[src/rtl/fg_prog_sequencer.sv]
// Floating-gate programming sequencer: scans a {row,col} address into the island mux chain,
// latches it, settles, then issues a timed inject/tunnel pulse train. Optional: FG_PROG_VERIFY_EN.
module fg_prog_sequencer #(
    parameter int ROW_W      = 3,
    parameter int COL_W      = 5,
    parameter int NUM_ROWS   = 5,
    parameter int NUM_COLS   = 26,
    parameter int SETTLE_CYC = 8,
    parameter int PULSE_CYC  = 100,
    parameter int GAP_CYC    = 20
) (
    input  logic             clk,
    input  logic             rst,
    input  logic             cmd_valid,
    output logic             cmd_ready,
    input  logic [ROW_W-1:0] cmd_row,
    input  logic [COL_W-1:0] cmd_col,
    input  logic             cmd_op,
    input  logic [7:0]       cmd_pulses,
    input  logic             abort,
`ifdef FG_PROG_VERIFY_EN
    input  logic             meas_pass,
`endif
    output logic             sh_clk,
    output logic             sh_data,
    output logic             sh_latch,
    output logic             mux_en,
    output logic             prog_inj,
    output logic             prog_tun,
    output logic             rsp_valid,
    output logic             rsp_err,
    output logic             rsp_abort,
    output logic [7:0]       rsp_count
);

    localparam int ADDR_W  = ROW_W + COL_W;
    localparam int MAX_SP  = (SETTLE_CYC > PULSE_CYC) ? SETTLE_CYC : PULSE_CYC;
    localparam int MAX_CYC = (MAX_SP > GAP_CYC) ? MAX_SP : GAP_CYC;
    localparam int TIMER_W = $clog2(MAX_CYC) + 1;
    localparam int STEP_W  = $clog2(2 * ADDR_W);

    localparam logic [STEP_W-1:0]  STEP_LAST   = STEP_W'(2 * ADDR_W - 1);
    localparam logic [TIMER_W-1:0] SETTLE_LOAD = TIMER_W'(SETTLE_CYC - 1);
    localparam logic [TIMER_W-1:0] PULSE_LOAD  = TIMER_W'(PULSE_CYC - 1);
    localparam logic [TIMER_W-1:0] GAP_LOAD    = TIMER_W'(GAP_CYC - 1);

    typedef enum logic [2:0] {
        IDLE,
        SHIFT,
        LATCH,
        SETTLE,
        PULSE,
        GAP,
        DONE
    } state_t;

    state_t              state_reg;
    logic [TIMER_W-1:0]  timer_reg;
    logic [STEP_W-1:0]   step_reg;
    logic [ADDR_W-1:0]   word_reg;
    logic                op_reg;
    logic [7:0]          pulses_reg;
    logic [7:0]          issued_reg;
    logic                addr_bad;
    logic                verify_stop;

    assign addr_bad = (int'(cmd_row) >= NUM_ROWS) || (int'(cmd_col) >= NUM_COLS);

`ifdef FG_PROG_VERIFY_EN
    assign verify_stop = meas_pass;
`else
    assign verify_stop = 1'b0;
`endif

    always_ff @(posedge clk) begin
        if (rst) begin
            state_reg  <= IDLE;
            cmd_ready  <= 1'b1;
            sh_clk     <= 1'b0;
            sh_data    <= 1'b0;
            sh_latch   <= 1'b0;
            mux_en     <= 1'b0;
            prog_inj   <= 1'b0;
            prog_tun   <= 1'b0;
            rsp_valid  <= 1'b0;
            rsp_err    <= 1'b0;
            rsp_abort  <= 1'b0;
            rsp_count  <= 8'd0;
            timer_reg  <= '0;
            step_reg   <= '0;
            word_reg   <= '0;
            op_reg     <= 1'b0;
            pulses_reg <= 8'd0;
            issued_reg <= 8'd0;
        end else begin
            rsp_valid <= 1'b0;
            sh_latch  <= 1'b0;
            case (state_reg)
                IDLE: begin
                    if (cmd_valid) begin
                        cmd_ready  <= 1'b0;
                        op_reg     <= cmd_op;
                        pulses_reg <= cmd_pulses;
                        issued_reg <= 8'd0;
                        word_reg   <= {cmd_row, cmd_col};
                        rsp_abort  <= 1'b0;
                        rsp_count  <= 8'd0;
                        if (addr_bad) begin
                            state_reg <= DONE;
                            rsp_valid <= 1'b1;
                            rsp_err   <= 1'b1;
                        end else begin
                            state_reg <= SHIFT;
                            rsp_err   <= 1'b0;
                            step_reg  <= '0;
                            sh_clk    <= 1'b0;
                            sh_data   <= cmd_row[ROW_W-1];
                        end
                    end
                end
                DONE: begin
                    state_reg <= IDLE;
                    cmd_ready <= 1'b1;
                    rsp_err   <= 1'b0;
                    rsp_abort <= 1'b0;
                    rsp_count <= 8'd0;
                end
                default: begin
                    // abort outranks every natural transition, including the end of a pulse or gap
                    if (abort) begin
                        state_reg <= DONE;
                        rsp_valid <= 1'b1;
                        rsp_abort <= 1'b1;
                        rsp_count <= issued_reg;
                        sh_clk    <= 1'b0;
                        sh_data   <= 1'b0;
                        mux_en    <= 1'b0;
                        prog_inj  <= 1'b0;
                        prog_tun  <= 1'b0;
                    end else begin
                        case (state_reg)
                            SHIFT: begin
                                step_reg <= step_reg + 1'b1;
                                if (!step_reg[0]) begin
                                    sh_clk <= 1'b1;
                                end else begin
                                    sh_clk <= 1'b0;
                                    if (step_reg == STEP_LAST) begin
                                        state_reg <= LATCH;
                                        sh_latch  <= 1'b1;
                                    end else begin
                                        sh_data  <= word_reg[ADDR_W-2];
                                        word_reg <= word_reg << 1;
                                    end
                                end
                            end
                            LATCH: begin
                                state_reg <= SETTLE;
                                sh_data   <= 1'b0;
                                mux_en    <= 1'b1;
                                timer_reg <= SETTLE_LOAD;
                            end
                            SETTLE: begin
                                if (timer_reg != '0) begin
                                    timer_reg <= timer_reg - 1'b1;
                                end else if (pulses_reg == 8'd0) begin
                                    state_reg <= DONE;
                                    rsp_valid <= 1'b1;
                                    rsp_count <= issued_reg;
                                    mux_en    <= 1'b0;
                                end else begin
                                    state_reg <= PULSE;
                                    prog_inj  <= ~op_reg;
                                    prog_tun  <= op_reg;
                                    timer_reg <= PULSE_LOAD;
                                end
                            end
                            PULSE: begin
                                if (timer_reg != '0) begin
                                    timer_reg <= timer_reg - 1'b1;
                                end else begin
                                    state_reg  <= GAP;
                                    prog_inj   <= 1'b0;
                                    prog_tun   <= 1'b0;
                                    issued_reg <= issued_reg + 8'd1;
                                    timer_reg  <= GAP_LOAD;
                                end
                            end
                            GAP: begin
                                if (timer_reg != '0) begin
                                    timer_reg <= timer_reg - 1'b1;
                                end else if ((issued_reg == pulses_reg) || verify_stop) begin
                                    state_reg <= DONE;
                                    rsp_valid <= 1'b1;
                                    rsp_count <= issued_reg;
                                    mux_en    <= 1'b0;
                                end else begin
                                    state_reg <= PULSE;
                                    prog_inj  <= ~op_reg;
                                    prog_tun  <= op_reg;
                                    timer_reg <= PULSE_LOAD;
                                end
                            end
                            default: ;
                        endcase
                    end
                end
            endcase
        end
    end

endmodule

[config.mk]
export PLATFORM = sky130hd
export DESIGN_NAME = fg_prog_sequencer
export DESIGN_NICKNAME = d
export VERILOG_FILES = /design/src/rtl/fg_prog_sequencer.sv
export SDC_FILE = /design/constraint.sdc
export NUM_CORES = 1
export LEC_CHECK = 0
export BUFFER_PORTS_ARGS = -buffer_cell sky130_fd_sc_hd__buf_2
export CAP_MARGIN = 10
export CORE_MARGIN = 2
export CORE_UTILIZATION = 50
export DETAILED_ROUTE_END_ITERATION = 10
export PLACE_DENSITY_LB_ADDON = 0.05
export SETUP_SLACK_MARGIN = 0.5
export SLEW_MARGIN = 20
export SYNTH_ARGS = -nofsm -noshare
export SYNTH_HDL_FRONTEND = slang
export SYNTH_SLANG_ARGS = --single-unit
[constraint.sdc]
create_clock -name clk -period 3.91 [get_ports clk]
set_input_delay 0.782 -clock clk [delete_from_list [all_inputs] [get_ports clk]]
set_output_delay 0.782 -clock clk [all_outputs]
set_load 0.03 [all_outputs]
==> impl_metrics.py, run 1 <==
metrics = {
    "min_path": {
        "hold_path_depth": 1,
        "hp-class": "flop to flop",
    },
    "timing": {
        "rsz0062_at_grt": "no",
        "worst_slew_pin_slew_ns": 0.960,
        "hold_viol_final": 0,
        "relSlewSlack_pct": 35.5,
        "drv_slew": 0,
        "finalSetupViolCount": 0,
        "setup_tns_ns": 0,
        "fmax_mhz": 343,
        "fin_crit_sh_pct": 74.5,
        "timing.final.crit_period_ns": 2.91,
        "worst_slack_ns": 0.997,
        "fin_skew_ns": 0.00589,
    },
    "die": {
        "io_pins": 39,
        "rows": 29,
        "die_h_um": 85.1,
        "die_w_um": 85.1,
        "core_um2": 6350,
        "start_util_pct": 51.7,
        "dieArea_um2": 7240,
    },
    "logic_synthesis": {
        "ys_warn_count": 0,
        "synth_ff_type": "dfxtp_1",
        "syn-cell-area_um2": 3290,
        "async_flop_share_pct": 0,
        "avgSynthCellArea_um2": 8.13,
        "synth_cells": 404,
        "ys_types": 66,
        "synth-edff-count": 0,
        "synth_seq_cells": 57,
        "synth_nets": 432,
        "synth-seq-area-share_pct": 34.7,
    },
    "setup_path": {
        "crit_path_end_kind": "flop",
        "rr_worst_depth": 7,
        "start_kind": "flop",
        "crit_arrival_ns": 3.14,
        "crit_required_ns": 4.14,
        "ff2ff_setup_slack_ns": 1.0,
        "crit_chain": "inv_1, ha_1, nor2b_1, o21ai_0, a21oi_1, o211ai_1, a32o_1",
        "slowest_stage": "dfxtp_1",
        "critical_path_class": "flop to flop",
        "crit_fanout": 18,
        "cp_slowest_stage_delay_ns": 0.78,
    },
    "global_routing": {
        "grt_pass1_vias": 2843,
        "grt_max_degree": 43,
        "grt_pass1_wl_um": 14300,
        "grt_overflow_total": 0,
        "grt_usage_pct": 24.9,
        "antenna_found_initial": 0,
    },
    "placement": {
        "dp_hpwl_um": 5980,
        "pre_cts_ws_ns": 1.03,
        "placed_area_um2": 3470,
        "portBuffers": 38,
        "routabilityCongestion": 0.875,
    },
    "power_and_ir_drop": {
        "total_power_mw": 2.69,
        "p_leak_nw": 1.49,
        "ir_drop_v": 0.000349,
        "cellPowerDensity_nw_per_um2": 734,
    },
    "routing": {
        "wirelength_um": 8600,
        "antenna_left": 0,
        "vias": 3183,
        "via_per_inst": 6.23,
        "dr.pass1.iters": 7,
        "drc": 0,
        "drt_iter0_drc": 354,
        "avgRoutedWirePerCell_um": 16.8,
    },
    "finish": {
        "layout_commonest_cell": "nand2_1",
        "nets": 457,
        "stdcell_area_um2": 3660,
        "fill_cells": 598,
        "drive_above_1_share_pct": 17.1,
        "area_growth_syn_to_layout_pct": 11.4,
        "layout_common_cells": "60 x nand2_1, 56 x dfxtp_1, 38 x buf_2",
        "diodes": 0,
    },
    "clocking": {
        "clk-insertion-delay-late_ns": 0.34,
        "h-tree-depth": 3,
        "cts_buffers": 9,
        "cts_resized": 0,
        "post_cts_buffers": 0,
        "cts_sinks": 57,
        "hold_buffers": 0,
        "cts.root.buffer_cell": "clkbuf_8",
        "cts_tree": "yes",
        "clk_pin_slew_ns": 0.07,
        "clock_path_buffers": 2,
    },
    "run": {
        "cap_viol_max_count": 0,
    },
    "status": {
        "status": "completed",
    },
}
[per-stage QoR]
stage | utilization [%] | hold slack, ns | cells
after global routing | 57.7 | 0.480 | 511
after CTS | 57.6 | 0.462 | 511
final | 57.7 | 0.460 | 511
after global placement | 54.6 | 0.434 | 495
after detailed placement | 54.6 | 0.449 | 495
after floorplan | - | 0.424 | 404
[logic make-up (layout without fill, tap and decap cells)]
group | Yosys count | after routing | share of synthesized area, %
adders and majority gates | 7 | 7 | 2.67
DFF | 57 | 57 | 34.7
and+or+nand+nor | 164 | 164 | 26.5
muxes | 8 | 8 | 2.44
xor gates and xnor gates | 15 | 15 | 4.57
buffers and inverters | 37 | 67 | 4.91
AOI/OAI and AO/OA | 116 | 116 | 24.2
[cell usage after synthesis, drive strengths merged (7+ instances only)]
master  count  area [um2]
nand2      60         225
dfxtp      57        1140
a21oi      36         188
nor2       31         119
o21ai      20         100
clkbuf     16        61.3
nor3       11        60.1
xor2       11         115
buf        10        58.8
inv        10        37.5
or4        10        75.1
o31ai       9        67.6
mux2i       8        80.1
ha          7        87.6
nand3       7        35.0
nand4       7        43.8
or3         7        43.8
[final timing paths]
check | to | start
worst max-delay path | timer_reg[2]$_SDFFE_PP0P_ | state_reg[1]$_SDFFE_PP0P_
worst min-delay path | cmd_ready$_SDFFE_PP1P_ | cmd_ready$_SDFFE_PP1P_
worst max register to register | timer_reg[2]$_SDFFE_PP0P_ | state_reg[1]$_SDFFE_PP0P_
worst min register to register | cmd_ready$_SDFFE_PP1P_ | cmd_ready$_SDFFE_PP1P_
[where the power goes]
group / leakage, nW / internal, mW / total (mW) / switching (mW)
combinational: 0.926 / 0.469 / 1.30 / 0.829
clock: 0.102 / 0.297 / 0.528 / 0.230
sequential: 0.464 / 0.689 / 0.860 / 0.171
[routing by layer]
metal	share of wire [%]	global-route usage, %
met1	48	36.8
met2	43	35.4
met3	6.1	4.28
met4	2.5	11.1
met5	0	0
[layout make-up]
cell class	instances	area (um2)	share of cell area [%]
Clock inverter	2	10.0	0.273
Sequential cell	57	1140	31.2
Clock buffer	14	183	4.99
Inverter	11	41.3	1.13
Multi-Input combinational cell	310	1980	54.2
Timing Repair Buffer	40	205	5.60
Tap cell	77	96.3	2.63
[worst max-delay path: cells and delay by family, from the launching register on]
kind | cells | cell delay (ns)
AO/OA/AOI/OAI | 4 | 1.10
adder cells (fa/ha/maj) | 1 | 0.37
AND/OR/NAND/NOR | 1 | 0.25
buffers and inverters | 1 | 0.30
flip-flops | 1 | 0.78
(Power assumes the default switching activity.)
==> run 2: changes to the inputs <==
==> constraint.sdc (replaced) <==
create_clock -name clk -period 2.5 [get_ports clk]
set_input_delay 0.5 -clock clk [delete_from_list [all_inputs] [get_ports clk]]
set_output_delay 0.5 -clock clk [all_outputs]
set_load 0.03 [all_outputs]
==> run 2 against run 1 <==
Compared with the run above: critical path depth is 1 higher; critical path type unchanged; clock-buffer cell count is 3 lower; largest power group unchanged; wire length is 9.2% higher; register-to-register slack worse by 0.52 ns.
==> impl_metrics.py, run 2 (synthesis results as in run 1) <==
metrics = {
    "status": {
        "status": "completed",
    },
    "routing": {
        "wirelength_um": 9390,
        "drt_iter0_drc": 284,
        "vias": 3312,
        "wl_met2_um": 4150,
        "wl_met1_um": 4510,
        "drc": 0,
        "highest_layer": "met4",
        "via_per_inst": 5.98,
        "avgRoutedWirePerCell_um": 16.9,
        "dr.pass1.iters": 5,
        "antenna_left": 0,
        "wl_met3_um": 622,
    },
    "finish": {
        "layout_commonest_cell": "nand2_1",
        "drive_above_1_share_pct": 32.7,
        "post-route-util_pct": 67.7,
        "multi_input_area_um2": 2270,
        "regArea_um2": 1160,
        "diodes": 0,
        "stdcell_count": 554,
        "layout_common_cells": "58 x nand2_1, 50 x dfxtp_1, 39 x buf_4",
        "nets": 500,
        "fill_cells": 547,
        "area_growth_syn_to_layout_pct": 30.8,
    },
    "timing": {
        "worst_slew_pin_slew_ns": 0.549,
        "fin_crit_sh_pct": 80.8,
        "drv_slew": 0,
        "fmax_mhz": 495,
        "hold_viol_final": 0,
        "finalSetupViolCount": 0,
        "rsz0062_at_grt": "yes",
        "setup_tns_ns": 0,
        "holdWs_ns": 0.390,
        "timing.final.crit_period_ns": 2.02,
        "relSlewSlack_pct": 63.3,
        "fin_skew_ns": 0.00994,
    },
    "clocking": {
        "clock_path_buffers": 2,
        "cts.root.buffer_cell": "clkbuf_8",
        "clk-insertion-delay-late_ns": 0.35,
        "cts_buffers": 9,
        "clk_pin_slew_ns": 0.07,
        "cts_sinks": 57,
        "h-tree-depth": 3,
        "cts_tree": "yes",
        "hold_buffers": 0,
    },
    "setup_path": {
        "start_kind": "flop",
        "crit_path_end_kind": "flop",
        "crit_fanout": 7,
        "ff2ff_setup_slack_ns": 0.48,
        "crit_required_ns": 2.75,
        "timing.rr.end": "rsp_count[7]$_SDFFE_PP0P_",
        "crit_arrival_ns": 2.27,
        "r2r-start": "timer_reg[0]$_SDFFE_PP0P_",
        "critical_path_class": "flop to flop",
        "rr_worst_depth": 8,
    },
    "power_and_ir_drop": {
        "ir_drop_v": 0.000612,
        "p_leak_nw": 1.72,
        "cellPowerDensity_nw_per_um2": 1160,
    },
    "die": {
        "io_pins": 39,
        "die_h_um": 85.1,
        "core_um2": 6350,
        "start_util_pct": 51.7,
        "dieArea_um2": 7240,
        "rows": 29,
        "die_w_um": 85.1,
    },
    "global_routing": {
        "antenna_found_initial": 0,
        "grt_overflow_total": 0,
        "grt_pass1_wl_um": 15400,
        "grt_usage_pct": 26.7,
        "grt_max_degree": 29,
        "grt_pass1_vias": 3081,
    },
    "placement": {
        "dp_hpwl_um": 6330,
        "routabilityCongestion": 0.889,
        "place_inst": 517,
        "portBuffers": 38,
    },
    "run": {
        "cap_viol_max_count": 0,
    },
    "min_path": {
        "hold_end": "op_reg$_SDFFE_PP0P_",
        "hp-class": "input pin to flop",
        "hold_path_depth": 3,
        "holdCritStartpoint": "cmd_op",
    },
}
run 2: how the worst max path moves through the flow:
stage	from	to	slack [ns]	cells after the start
after floorplan	abort	sh_clk$_SDFFE_PP0P_	0.52	6
after global placement	state_reg[2]$_SDFFE_PP0P_	issued_reg[7]$_SDFFE_PP0P_	0.28	6
after detailed placement	state_reg[1]$_SDFFE_PP0P_	rsp_count[4]$_SDFFE_PP0P_	0.25	5
after CTS	pulses_reg[1]$_SDFFE_PP0P_	rsp_count[4]$_SDFFE_PP0P_	0.48	5
after global routing	pulses_reg[1]$_SDFFE_PP0P_	rsp_count[2]$_SDFFE_PP0P_	0.40	5
final	timer_reg[0]$_SDFFE_PP0P_	rsp_count[7]$_SDFFE_PP0P_	0.48	8
run 2: per-layer routing:
metal  vias up  GRT usage, %
li1       1621             -
met1      1551          38.3
met2       130          39.8
met3        10          6.81
met4         0          7.36
met5         -             0
run 2: final cells by class:
class / instances / share of cell area [%]
Clock inverter: 5 / 1.28
Sequential cell: 57 / 26.9
Clock buffer: 11 / 3.29
Inverter: 11 / 0.960
Tap cell: 77 / 2.24
Multi-Input combinational cell: 311 / 52.8
Timing Repair Buffer: 82 / 12.5
run 2: timing repair:
| item | CTS | global route |
|---|---|---|
| resized for setup | 28 | 33 |
| setup endpoints to repair | 48 | 25 |
| hold endpoints to repair | 0 | 0 |
| pin swaps | 22 | 18 |
| gates cloned | 1 | 0 |
| buffers inserted | 12 | 8 |
run 2: worst max-delay path, stage by stage, from the launching register on:
cell      delay [ns]
dfxtp_2         0.33
inv_2           0.07
ha_4            0.13
or4b_4          0.50
o211ai_4        0.22
buf_6           0.14
a21oi_4         0.09
o31a_1          0.29
o21a_1          0.16
run 2: through the flow:
stage          instance area (um2)  setup WS, ns  power, mW
4_1_cts                       4060         0.481       4.69
5_1_grt                       4300         0.402       5.32
3_5_place_dp                  3650         0.251       3.59
3_3_place_gp                  3650         0.284       3.58
2_1_floorplan                 3300         0.524       2.93
6_report                      4300         0.480       5.01
run 2: power by group:
part	switching (mW)	internal, mW	total, mW
Combinational	1.65	1.16	2.82
Clock	0.400	0.484	0.883
Sequential	0.215	1.09	1.30
==> run 3: changes to the inputs <==
--- a/config.mk
+++ b/config.mk
@@ -5,6 +5,7 @@
 export SDC_FILE = /design/constraint.sdc
 export NUM_CORES = 1
 export LEC_CHECK = 0
+export ABC_AREA = 1
 export BUFFER_PORTS_ARGS = -buffer_cell sky130_fd_sc_hd__buf_2
 export CAP_MARGIN = 10
 export CORE_MARGIN = 2
==> constraint.sdc (replaced) <==
create_clock -name clk -period 1.8 [get_ports clk]
set_input_delay 0.36 -clock clk [delete_from_list [all_inputs] [get_ports clk]]
set_output_delay 0.36 -clock clk [all_outputs]
set_load 0.03 [all_outputs]
==> run 3 against run 2 <==
Compared with the run above: wire length up 40%; global-route usage rose by 3.1 points; sequential share of layout area down 5.0 points; total power up 130%; clock-buffer cell count up 1; final area rose by 27%; core utilization is 18 points higher; final cell count up 31%; synthesized area up 1.4%; fmax increased by 16%; clock power is 55% higher; first-iteration DRC count grew 47%.
==> impl_metrics.py, run 3 <==
metrics = {
    "status": {
        "status": "completed",
    },
    "setup_path": {
        "ff2ff_setup_slack_ns": 0.06,
        "crit_required_ns": 2.07,
        "start_kind": "flop",
        "crit_chain": "nor2_4, nand2_8, nand2_8, nand2_4, nor2_4, nand2_4, buf_6, o21ai_2, nand2_1, nor2_1",
        "rr_worst_depth": 10,
        "crit_fanout": 8,
        "crit_arrival_ns": 2.01,
        "timing.rr.end": "issued_reg[2]$_SDFFE_PP0P_",
        "crit_buf_inv": 1,
        "crit_path_end_kind": "flop",
        "cp_top_family": "simple AND/OR/NAND/NOR gates",
        "critical_path_class": "flop to flop",
        "slowest_stage": "dfxtp_4",
        "r2r-start": "state_reg[0]$_SDFFE_PP0P_",
        "cp_slowest_stage_delay_ns": 0.39,
    },
    "global_routing": {
        "antenna_found_initial": 0,
        "grt_overflow_total": 0,
        "grt_max_degree": 19,
        "grt_pass1_wl_um": 17200,
        "grt_pass1_vias": 3653,
        "grt_usage_pct": 29.8,
    },
    "logic_synthesis": {
        "avgSynthCellArea_um2": 6.33,
        "yosysMostFrequentCell": "nand2_1",
        "synth-seq-area-share_pct": 34.3,
        "synth-edff-count": 0,
        "ys_types": 41,
        "async_flop_share_pct": 0,
        "synth.largest_area_cell": "dfxtp_1",
        "synth_cells": 526,
        "synth_seq_cells": 57,
        "synth_nets": 554,
        "syn-cell-area_um2": 3330,
        "ys_warn_count": 0,
        "synth_ff_type": "dfxtp_1",
        "synth_top_area_share_pct": 34.3,
        "yosys-top-cells-count": "119 x nand2_1, 80 x nor2_1, 70 x inv_1, 57 x dfxtp_1, 47 x a21oi_1",
        "synth.area.top_cells": "dfxtp_1 34%, nand2_1 13%, nor2_1 9.0%",
    },
    "routing": {
        "dr.pass1.iters": 5,
        "avgRoutedWirePerCell_um": 18.2,
        "antenna_left": 0,
        "via_per_inst": 5.83,
        "vias": 4218,
        "drc": 0,
        "wirelength_um": 13200,
        "drt_iter0_drc": 417,
    },
    "finish": {
        "layout_commonest_cell": "nand2_1",
        "diodes": 0,
        "post-route-util_pct": 85.2,
        "nets": 670,
        "layout_common_cells": "87 x nand2_1, 65 x nor2_1, 58 x buf_4",
        "drive_above_1_share_pct": 51.3,
        "stdcell_area_um2": 5440,
        "area_growth_syn_to_layout_pct": 63.4,
    },
    "timing": {
        "relSlewSlack_pct": 77.0,
        "drv_slew": 0,
        "hold_viol_final": 0,
        "finalSetupViolCount": 0,
        "rsz0062_at_grt": "yes",
        "holdWs_ns": 0.269,
        "fin_crit_sh_pct": 96.5,
        "worst_slew_pin_slew_ns": 0.344,
        "fin_skew_ns": 0.0186,
        "setup_tns_ns": 0,
        "fmax_mhz": 575,
        "timing.final.crit_period_ns": 1.74,
    },
    "die": {
        "io_pins": 39,
        "die_h_um": 85.6,
        "core_um2": 6390,
        "die_w_um": 85.6,
        "rows": 29,
        "dieArea_um2": 7330,
        "start_util_pct": 52.2,
    },
    "clocking": {
        "h-tree-depth": 3,
        "hold_buffers": 0,
        "cts_sinks": 57,
        "clock_path_buffers": 2,
        "clk-insertion-delay-late_ns": 0.36,
        "cts.root.buffer_cell": "clkbuf_8",
        "cts_tree": "yes",
        "cts_buffers": 9,
        "clk_pin_slew_ns": 0.08,
    },
    "min_path": {
        "hold_path_depth": 3,
        "holdCritStartpoint": "cmd_pulses[7]",
        "hold_end": "pulses_reg[7]$_SDFFE_PP0P_",
        "hp-class": "input pin to flop",
    },
    "placement": {
        "routabilityCongestion": 0.900,
        "placed_area_um2": 3830,
        "portBuffers": 38,
        "dp_hpwl_um": 6130,
    },
    "run": {
        "cap_viol_max_count": 0,
    },
    "power_and_ir_drop": {
        "cellPowerDensity_nw_per_um2": 2080,
        "total_power_mw": 11.3,
        "p_leak_nw": 2.47,
        "ir_drop_v": 0.00158,
    },
}
[run 3: cell count changes after synthesis, moves of 8 or more]
cell and change:
inv_2 +8, nand3_1 +31, nor2_1 +50, nand2_1 +59, or4_1 -10, inv_1 +60
o31ai_1 -8, o21ai_0 +17, a21oi_1 +13, mux2i_1 -8
[run 3: worst register-to-register path, delay by kind of cell (launching register included)]
family / cells / cell delay (ns)
AND/OR/NAND/NOR: 8 / 0.98
flip-flops: 1 / 0.39
buffers and inverters: 1 / 0.16
AO/OA/AOI/OAI: 1 / 0.13
[run 3: cell type report]
type / instances / area [um2]
multi-input combinational: 380 / 2640
sequential: 57 / 1190
fill: 351 / 943
timing repair buffer: 115 / 933
inverter: 79 / 355
clock buffer: 12 / 176
tap: 77 / 96.3
clock inverter: 4 / 47.5
[run 3: kinds of logic after synthesis]
logic type / synth area share [%]
simple gates: 35.8
compound gates: 14.9
buf+inv: 11.1
flops: 34.3
fa+ha+maj: 2.63
xor+xnor: 1.32
[run 3: power breakdown]
group / leakage (nW) / switching (mW) / internal [mW]
clock network: 0.114 / 0.572 / 0.794
logic: 1.88 / 4.62 / 3.25
registers: 0.480 / 0.392 / 1.72
total: 2.48 / 5.59 / 5.76
[run 3: worst max path at each step]
stage,startpoint,endpoint,slack (ns),cells past startpoint
after floorplan,timer_reg[3]$_SDFFE_PP0P_,rsp_count[0]$_SDFFE_PP0P_,0.31,11
after global placement,issued_reg[6]$_SDFFE_PP0P_,rsp_count[0]$_SDFFE_PP0P_,0.12,9
after detailed placement,state_reg[0]$_SDFFE_PP0P_,issued_reg[4]$_SDFFE_PP0P_,0.11,11
after CTS,state_reg[1]$_SDFFE_PP0P_,rsp_count[5]$_SDFFE_PP0P_,0.28,10
after global routing,pulses_reg[0]$_SDFFE_PP0P_,mux_en$_SDFFE_PP0P_,0.05,11
final,state_reg[0]$_SDFFE_PP0P_,issued_reg[2]$_SDFFE_PP0P_,0.06,10
[run 3: what timing repair did]
item / in CTS / in global routing
gates cloned: 5 / 0
setup buffers: 44 / 20
setup endpoints to repair: 57 / 59
resized for setup: 137 / 99
pin swaps: 42 / 32
[run 3: routing by layer]
layer | up-vias | part of all wire, % | GRT usage, %
met1 | 1959 | 38 | 36.5
met2 | 255 | 48 | 50.3
met4 | 0 | 5.9 | 11.0
met3 | 85 | 7.6 | 8.08
met5 | - | 0 | 0
li1 | 1919 | - | -
[run 3: stage by stage]
stage / std cells / setup slack [ns]
after global routing: 724 / 0.0490
after detailed placement: 639 / 0.112
final: 724 / 0.0623
after floorplan: 526 / 0.313
after global placement: 639 / 0.124
after CTS: 704 / 0.278
